$ cat config.mk
export PLATFORM = sky130hd
export DESIGN_NAME = snake_ctrl_scan
export DESIGN_NICKNAME = d
export VERILOG_FILES = /design/src/rtl/snake_pkg.sv /design/src/rtl/snake_row_scanner.sv /design/src/rtl/snake_ctrl_scan.sv
export SDC_FILE = /design/constraint.sdc
export NUM_CORES = 1
export LEC_CHECK = 0
export CORE_AREA = 2 2 68 70
export DETAILED_ROUTE_END_ITERATION = 10
export DIE_AREA = 0 0 70 72
export DONT_BUFFER_PORTS = 1
export GPL_ROUTABILITY_DRIVEN = 0
export PLACE_DENSITY = 0.7
export SLEW_MARGIN = 5
export SYNTH_ARGS = -nofsm -noshare
export SYNTH_HDL_FRONTEND = slang
export SYNTH_SLANG_ARGS = --single-unit
$ cat constraint.sdc
create_clock -name clka -period 1.9 [get_ports clka]
set_input_delay 0.38 -clock clka [delete_from_list [all_inputs] [get_ports clka]]
set_output_delay 0.38 -clock clka [all_outputs]
set_load 0.05 [all_outputs]
$ cat src/rtl/snake_pkg.sv
// Shared encodings and helpers for the snake controller: state enums,
// button masks and the direction-reversal rule.
package snake_pkg;

    typedef enum logic [1:0] {
        GAME_INIT = 2'd0,
        GAME_RUN  = 2'd1,
        GAME_STOP = 2'd2
    } game_e;

    typedef enum logic [1:0] {
        DIR_UP    = 2'd0,
        DIR_DOWN  = 2'd1,
        DIR_LEFT  = 2'd2,
        DIR_RIGHT = 2'd3
    } dir_e;

    typedef enum logic [2:0] {
        EXE_UPDATE     = 3'd0,
        EXE_CHECK      = 3'd1,
        EXE_INPUT      = 3'd2,
        EXE_WAIT_LOGIC = 3'd3,
        EXE_DISPLAY    = 3'd4
    } exec_e;

    // Button bus order is {RIGHT, LEFT, DOWN, UP}
    localparam logic [3:0] BTN_UP    = 4'b0001;
    localparam logic [3:0] BTN_DOWN  = 4'b0010;
    localparam logic [3:0] BTN_LEFT  = 4'b0100;
    localparam logic [3:0] BTN_RIGHT = 4'b1000;

    function automatic dir_e reverse_dir(input dir_e d);
        case (d)
            DIR_UP:   return DIR_DOWN;
            DIR_DOWN: return DIR_UP;
            DIR_LEFT: return DIR_RIGHT;
            default:  return DIR_LEFT;
        endcase
    endfunction

    // Counter width for a 0..n-1 range, never below one bit
    function automatic int cnt_width(input int n);
        return (n > 1) ? $clog2(n) : 1;
    endfunction

endpackage

$ cat src/rtl/snake_row_scanner.sv
// Free-running multiplexed LED scanner: each row is held ROW_HOLD cycles,
// cathode/anode registered together, frame_end marks the last row's last cycle.
module snake_row_scanner
    import snake_pkg::*;
#(
    parameter int ROWS     = 8,
    parameter int COLS     = 8,
    parameter int ROW_HOLD = 4
) (
    input  logic                 clk,
    input  logic                 srst,
    input  logic [ROWS*COLS-1:0] led_flat_i,
    output logic [ROWS-1:0]      row_cathode_o,
    output logic [COLS-1:0]      column_anode_o,
    output logic                 frame_end_o
);

    localparam int HW = cnt_width(ROW_HOLD);
    localparam int RW = cnt_width(ROWS);
    localparam logic [HW-1:0] HOLD_LAST = HW'(ROW_HOLD - 1);
    localparam logic [RW-1:0] ROW_LAST  = RW'(ROWS - 1);

    logic [HW-1:0]   hold_q, hold_d;
    logic [RW-1:0]   row_q, row_d;
    logic [ROWS-1:0] cathode_q, cathode_d;
    logic [COLS-1:0] anode_q, anode_d;
    logic [COLS-1:0] led_rows [ROWS];
    logic            hold_wrap;
    logic            row_wrap;

    assign hold_wrap   = (hold_q == HOLD_LAST);
    assign row_wrap    = (row_q == ROW_LAST);
    assign frame_end_o = hold_wrap & row_wrap;

    generate
        for (genvar gi = 0; gi < ROWS; gi++) begin : g_row
            assign led_rows[gi]  = led_flat_i[gi*COLS +: COLS];
            assign cathode_d[gi] = (row_q != RW'(gi));
        end
    endgenerate

    always_comb begin
        hold_d = hold_wrap ? '0 : hold_q + HW'(1);
        row_d  = row_q;
        if (hold_wrap) begin
            row_d = row_wrap ? '0 : row_q + RW'(1);
        end
        anode_d = led_rows[row_q];
    end

    always_ff @(posedge clk) begin
        if (srst) begin
            hold_q    <= '0;
            row_q     <= '0;
            cathode_q <= '1;
            anode_q   <= '0;
        end else begin
            hold_q    <= hold_d;
            row_q     <= row_d;
            cathode_q <= cathode_d;
            anode_q   <= anode_d;
        end
    end

    assign row_cathode_o  = cathode_q;
    assign column_anode_o = anode_q;

endmodule

$ cat src/rtl/snake_ctrl_scan.sv
// Snake game controller: game/direction/execution sequencing around the logic
// datapath handshake, plus the LED row scanner that paces display time.
module snake_ctrl_scan
    import snake_pkg::*;
#(
    parameter int ROWS           = 8,
    parameter int COLS           = 8,
    parameter int ROW_HOLD       = 4,
    parameter int DISPLAY_FRAMES = 4,
    parameter int TIMEOUT        = 255
) (
    input  logic                 clka,
    input  logic                 restart,
    input  logic [3:0]           direction_in,
    input  logic                 logic_done,
    input  logic                 game_end,
    input  logic [ROWS*COLS-1:0] led_flat,
    output logic [1:0]           game_state,
    output logic [1:0]           direction_state,
    output logic [2:0]           execution_state,
    output logic                 logic_tick,
    output logic                 no_update,
    output logic [ROWS-1:0]      row_cathode,
    output logic [COLS-1:0]      column_anode,
    output logic                 timeout_err
);

    localparam int WW = cnt_width(TIMEOUT);
    localparam int FW = cnt_width(DISPLAY_FRAMES);
    localparam logic [WW-1:0] WAIT_LAST  = WW'(TIMEOUT - 1);
    localparam logic [FW-1:0] FRAME_LAST = FW'(DISPLAY_FRAMES - 1);

    game_e         game_q, game_d;
    dir_e          dir_q, dir_d;
    exec_e         exec_q, exec_d;
    dir_e          pend_dir_q, pend_dir_d;
    logic          pend_valid_q, pend_valid_d;
    logic          end_flag_q, end_flag_d;
    logic          timeout_q, timeout_d;
    logic [WW-1:0] wait_cnt_q, wait_cnt_d;
    logic [FW-1:0] frame_cnt_q, frame_cnt_d;
    logic          tick_q, tick_d;
    logic          no_update_q, no_update_d;

    logic          btn_valid;
    dir_e          btn_dir;
    logic          btn_accept;
    logic          frame_end;

    snake_row_scanner #(
        .ROWS     (ROWS),
        .COLS     (COLS),
        .ROW_HOLD (ROW_HOLD)
    ) u_scanner (
        .clk            (clka),
        .srst           (restart),
        .led_flat_i     (led_flat),
        .row_cathode_o  (row_cathode),
        .column_anode_o (column_anode),
        .frame_end_o    (frame_end)
    );

    // Only a clean single press counts; chords and idle are ignored
    always_comb begin
        btn_valid = 1'b1;
        btn_dir   = DIR_UP;
        case (direction_in)
            BTN_UP:    btn_dir = DIR_UP;
            BTN_DOWN:  btn_dir = DIR_DOWN;
            BTN_LEFT:  btn_dir = DIR_LEFT;
            BTN_RIGHT: btn_dir = DIR_RIGHT;
            default:   btn_valid = 1'b0;
        endcase
    end

    assign btn_accept = btn_valid && (btn_dir != reverse_dir(dir_q));

    always_ff @(posedge clka) begin
        if (restart) begin
            game_q       <= GAME_INIT;
            dir_q        <= DIR_RIGHT;
            exec_q       <= EXE_UPDATE;
            pend_dir_q   <= DIR_UP;
            pend_valid_q <= 1'b0;
            end_flag_q   <= 1'b0;
            timeout_q    <= 1'b0;
            wait_cnt_q   <= '0;
            frame_cnt_q  <= '0;
            tick_q       <= 1'b0;
            no_update_q  <= 1'b0;
        end else begin
            game_q       <= game_d;
            dir_q        <= dir_d;
            exec_q       <= exec_d;
            pend_dir_q   <= pend_dir_d;
            pend_valid_q <= pend_valid_d;
            end_flag_q   <= end_flag_d;
            timeout_q    <= timeout_d;
            wait_cnt_q   <= wait_cnt_d;
            frame_cnt_q  <= frame_cnt_d;
            tick_q       <= tick_d;
            no_update_q  <= no_update_d;
        end
    end

    always_comb begin
        game_d       = game_q;
        dir_d        = dir_q;
        exec_d       = exec_q;
        pend_dir_d   = pend_dir_q;
        pend_valid_d = pend_valid_q;
        end_flag_d   = end_flag_q;
        timeout_d    = timeout_q;
        wait_cnt_d   = wait_cnt_q;
        frame_cnt_d  = frame_cnt_q;

        if (btn_accept) begin
            pend_valid_d = 1'b1;
            pend_dir_d   = btn_dir;
        end

        case (exec_q)
            EXE_UPDATE: begin
                exec_d = EXE_CHECK;
                if (game_q == GAME_INIT && pend_valid_q) begin
                    game_d = GAME_RUN;
                end else if (game_q == GAME_RUN && end_flag_q) begin
                    game_d = GAME_STOP;
                end
            end
            EXE_CHECK: begin
                case (game_q)
                    GAME_INIT: exec_d = EXE_DISPLAY;
                    GAME_RUN:  exec_d = EXE_INPUT;
                    default:   exec_d = EXE_WAIT_LOGIC;
                endcase
            end
            EXE_INPUT: begin
                exec_d = EXE_WAIT_LOGIC;
                // A press landing this same cycle stays queued for the next tick
                if (pend_valid_q) begin
                    dir_d = pend_dir_q;
                    if (!btn_accept) begin
                        pend_valid_d = 1'b0;
                    end
                end
            end
            EXE_WAIT_LOGIC: begin
                wait_cnt_d = wait_cnt_q + WW'(1);
                if (logic_done) begin
                    end_flag_d = game_end;
                    exec_d     = EXE_DISPLAY;
                    wait_cnt_d = '0;
                end else if (wait_cnt_q == WAIT_LAST) begin
                    timeout_d  = 1'b1;
                    exec_d     = EXE_DISPLAY;
                    wait_cnt_d = '0;
                end
            end
            EXE_DISPLAY: begin
                if (frame_end) begin
                    if (frame_cnt_q == FRAME_LAST) begin
                        frame_cnt_d = '0;
                        exec_d      = EXE_UPDATE;
                    end else begin
                        frame_cnt_d = frame_cnt_q + FW'(1);
                    end
                end
            end
            default: exec_d = EXE_UPDATE;
        endcase
    end

    // Handshake outputs are registered off the next state so they align with WAIT_LOGIC
    always_comb begin
        tick_d      = (exec_d == EXE_WAIT_LOGIC) && (exec_q != EXE_WAIT_LOGIC);
        no_update_d = (exec_d == EXE_WAIT_LOGIC) && (game_q == GAME_STOP);
    end

    assign game_state      = game_q;
    assign direction_state = dir_q;
    assign execution_state = exec_q;
    assign logic_tick      = tick_q;
    assign no_update       = no_update_q;
    assign timeout_err     = timeout_q;

endmodule

==> results.sh <==
export IMPL_outcome="finished clean"
export IMPL_dominantRegCellSynth="dfxtp_1"
export IMPL_die_height_um=72
export IMPL_place_inst=276
export IMPL_worstSetupPathType="register to register"
export IMPL_nNetsFinal=313
export IMPL_ys_top_cells_by_count="45 x dfxtp_1, 30 x nand2_1, 18 x nor2_1"
export IMPL_crit_fanout=18
export IMPL_portBuffers=0
export IMPL_yosysMostFrequentCell="dfxtp_1"
export IMPL_drt_pass1_iter_count=5
export IMPL_cts_root_buf="clkbuf_8"
export IMPL_path_depth=4
export IMPL_finalCoreUtilization_pct=58.3
export IMPL_finClkSkew_ns=0.00817
export IMPL_ant_nets=0
export IMPL_intPower_uw=1510
export IMPL_yosys_area_top_type="dfxtp_1"
export IMPL_worst_setup_path_end_kind="register"
export IMPL_critPathLaunchType="register"
export IMPL_tns_ns=0
export IMPL_post_cts_buffers=0
export IMPL_hpwl_um=3320
export IMPL_max_vdd_ir_drop_mv=0.493
export IMPL_fin_crit_ns=1.54
export IMPL_htreeDepth=2
export IMPL_regToRegSetupSlack_ns=0.36
export IMPL_synth_edff_count=0
export IMPL_fmax_mhz=651
export IMPL_finalHoldViolCount=0
export IMPL_routed_wl_um=4510
export IMPL_dieArea_um2=5040
export IMPL_holdBufCountCts=0
export IMPL_grt_pass1_vias=1600
export IMPL_rsz0062_at_grt="no"
export IMPL_drive_gt1_share_pct=17.7
export IMPL_setup_viol=0
export IMPL_die_w_um=70
export IMPL_use_met1_pct=23.8
export IMPL_clk_pin_slew_worst_paths_ns=0.09
export IMPL_clk_latency_ns=0.30
export IMPL_cts_buffer_depth=2
export IMPL_critPathMaxStageDelay_ns=0.54
export IMPL_p_seq_share_pct=52.3
export IMPL_final_area_um2=2490
export IMPL_yosys_top_cells_area="dfxtp_1 39%, mux4_2 16%, ha_1 5.5%, nand2_1 4.9%, a21oi_1 3.3%"
export IMPL_grt_pass1_wl_um=7330
export IMPL_relSlewSlack_pct=65.6
export IMPL_hold_class="input port to register"
export IMPL_synth_area_um2=2290
export IMPL_antenna_found_initial=0
export IMPL_synth_distinct_cells=47
export IMPL_timing_rr_end="u_scanner.column_anode_o[4]"
export IMPL_routedWlPerCell_um=15.9
export IMPL_grt_met2_usage_pct=28.9
export IMPL_initial_core_util_pct=53.7
export IMPL_crit_start="u_scanner.row_q[0]"
export IMPL_critPathTopFamily="multiplexers"
export IMPL_stdcell_count=284
export IMPL_path_buf_inv=1
export IMPL_r2r_cells=4
export IMPL_vias=1646
export IMPL_synthArstFlopShare_pct=0
export IMPL_rows=24
export IMPL_drv_cap=0
export IMPL_yosysSeqAreaShare_pct=39.3
export IMPL_worst_pin_slew_ns=0.515
export IMPL_worstPathArrival_ns=1.73
export IMPL_num_antenna_cells=0
export IMPL_syn_to_final_growth_pct=8.58
export IMPL_cellLeakagePower_uw=0.000875
export IMPL_route_detailed_drc=0
export IMPL_final_max_slew_viol_count=0
export IMPL_swShare_pct=27.6
export IMPL_r2r_start="u_scanner.row_q[0]"
export IMPL_grt_use_total_pct=18.3
export IMPL_fin_ws_ns=0.363
export IMPL_placed_area_um2=2370
export IMPL_ys_ff_latch=45
export IMPL_top_usage_layer="met2"
export IMPL_required_ns=2.09
export IMPL_cts_sinks=45
export IMPL_synth_top_cell_area_share_pct=39.3
export IMPL_detail_route_iter0_violations=101
export IMPL_synth_avg_cell_area_um2=10.1
export IMPL_gr_total_overflow=0
export IMPL_cts_tree="done"
export IMPL_clock_power_share_pct=35.0
export IMPL_cp_slowest_cell="mux4_2"
export IMPL_min_period_over_period_pct=80.9
export IMPL_core_um2=4260
export IMPL_cts_buffers=5
export IMPL_syn_nets=309
export IMPL_cp_cell_sequence="buf_4 -> mux4_2 -> nand2_1 -> a21oi_1"
export IMPL_power_switching_uw=575
export IMPL_crit_path_end="u_scanner.column_anode_o[4]"
export IMPL_met3_usage_pct=6.81
export IMPL_synth_yosys_warnings=0
export IMPL_via_per_inst=5.80
export IMPL_powerDensity_nw_per_um2=839
export IMPL_combPwrFrac_pct=12.6
export IMPL_ios=98
export IMPL_cts_resized_gates=0
export IMPL_grt_max_degree=40
export IMPL_synth_cells=227
export IMPL_pre_cts_ws_ns=0.360
## layout make-up
| class | count | area, um2 |
|---|---|---|
| fill | 373 | 1780 |
| multi-input combinational | 161 | 1300 |
| sequential | 45 | 901 |
| timing repair buffer | 11 | 82.6 |
| clock buffer | 5 | 68.8 |
| tap | 52 | 65.1 |
| clock inverter | 3 | 46.3 |
| inverter | 7 | 26.3 |
## flip-flops by register name, indices dropped and copies added, names as in the netlist, 2 cells and up
| name | flops |
|---|---|
| u_scanner.column_anode_o | 8 |
| pend_dir_q | 2 |
| execution_state | 3 |
| direction_state | 2 |
| wait_cnt_q | 8 |
| frame_cnt_q | 2 |
| u_scanner.hold_q | 2 |
| u_scanner.row_cathode_o | 8 |
| game_state | 2 |
| u_scanner.row_q | 3 |
## per-stage QoR
stage,hold slack [ns],power (uW)
2_1_floorplan,0.404,1340
4_1_cts,0.123,2110
5_1_grt,0.117,2180
6_report,0.135,2090
3_3_place_gp,0.415,1380
3_5_place_dp,0.417,1380
## cell usage in the layout (no fill, tap or decap), types with 2 or more instances in the layout
cell type	n
dfxtp_1	45
nand2_1	30
nor2_1	18
mux4_2	16
a21oi_1	15
buf_4	11
ha_1	10
inv_1	6
nand2b_1	6
nor3_1	5
nor2b_1	5
xnor2_1	5
xor2_1	5
clkbuf_8	5
mux2i_1	4
nand4_1	4
nand3_1	3
o21ai_0	3
a211o_1	2
and4bb_2	2
nor3b_1	2
nor4_1	2
nand3b_1	2
or3_1	2
## power groups by stage
stage | logic [uW] | clock network [uW] | registers (uW)
final | 264 | 731 | 1090
after global routing | 291 | 791 | 1100
after CTS | 267 | 753 | 1090
after detailed placement | 266 | 0 | 1120
after global placement | 262 | 0 | 1120
after floorplan | 206 | 0 | 1130
## cell families after synthesis
| logic type | share of synthesized area (%) |
|---|---|
| xor gates and xnor gates | 3.82 |
| AOI/OAI and AO/OA | 10.5 |
| muxes | 18.0 |
| adders and majority gates | 5.46 |
| and+or+nand+nor | 18.9 |
| DFF | 39.3 |
| buffers and inverters | 4.04 |
## routing by layer
metal,vias up,wire length [um],share of wire [%]
met1,758,1870,41
li1,822,-,-
met5,-,0,0
met3,5,342,7.6
met2,61,2240,50
met4,0,57,1.3
## worst min-delay path by stage
stage	from	to	slack, ns	cells past startpoint
finish	restart	end_flag_q	0.13	1
global route	restart	end_flag_q	0.12	1
CTS	restart	u_scanner.column_anode_o[7]	0.12	1
detailed placement	u_scanner.hold_q[0]	u_scanner.hold_q[0]	0.42	1
global placement	u_scanner.hold_q[0]	u_scanner.hold_q[0]	0.41	1
floorplan	u_scanner.hold_q[0]	u_scanner.hold_q[0]	0.40	1
Note: power is estimated with default switching activity, not from simulation.
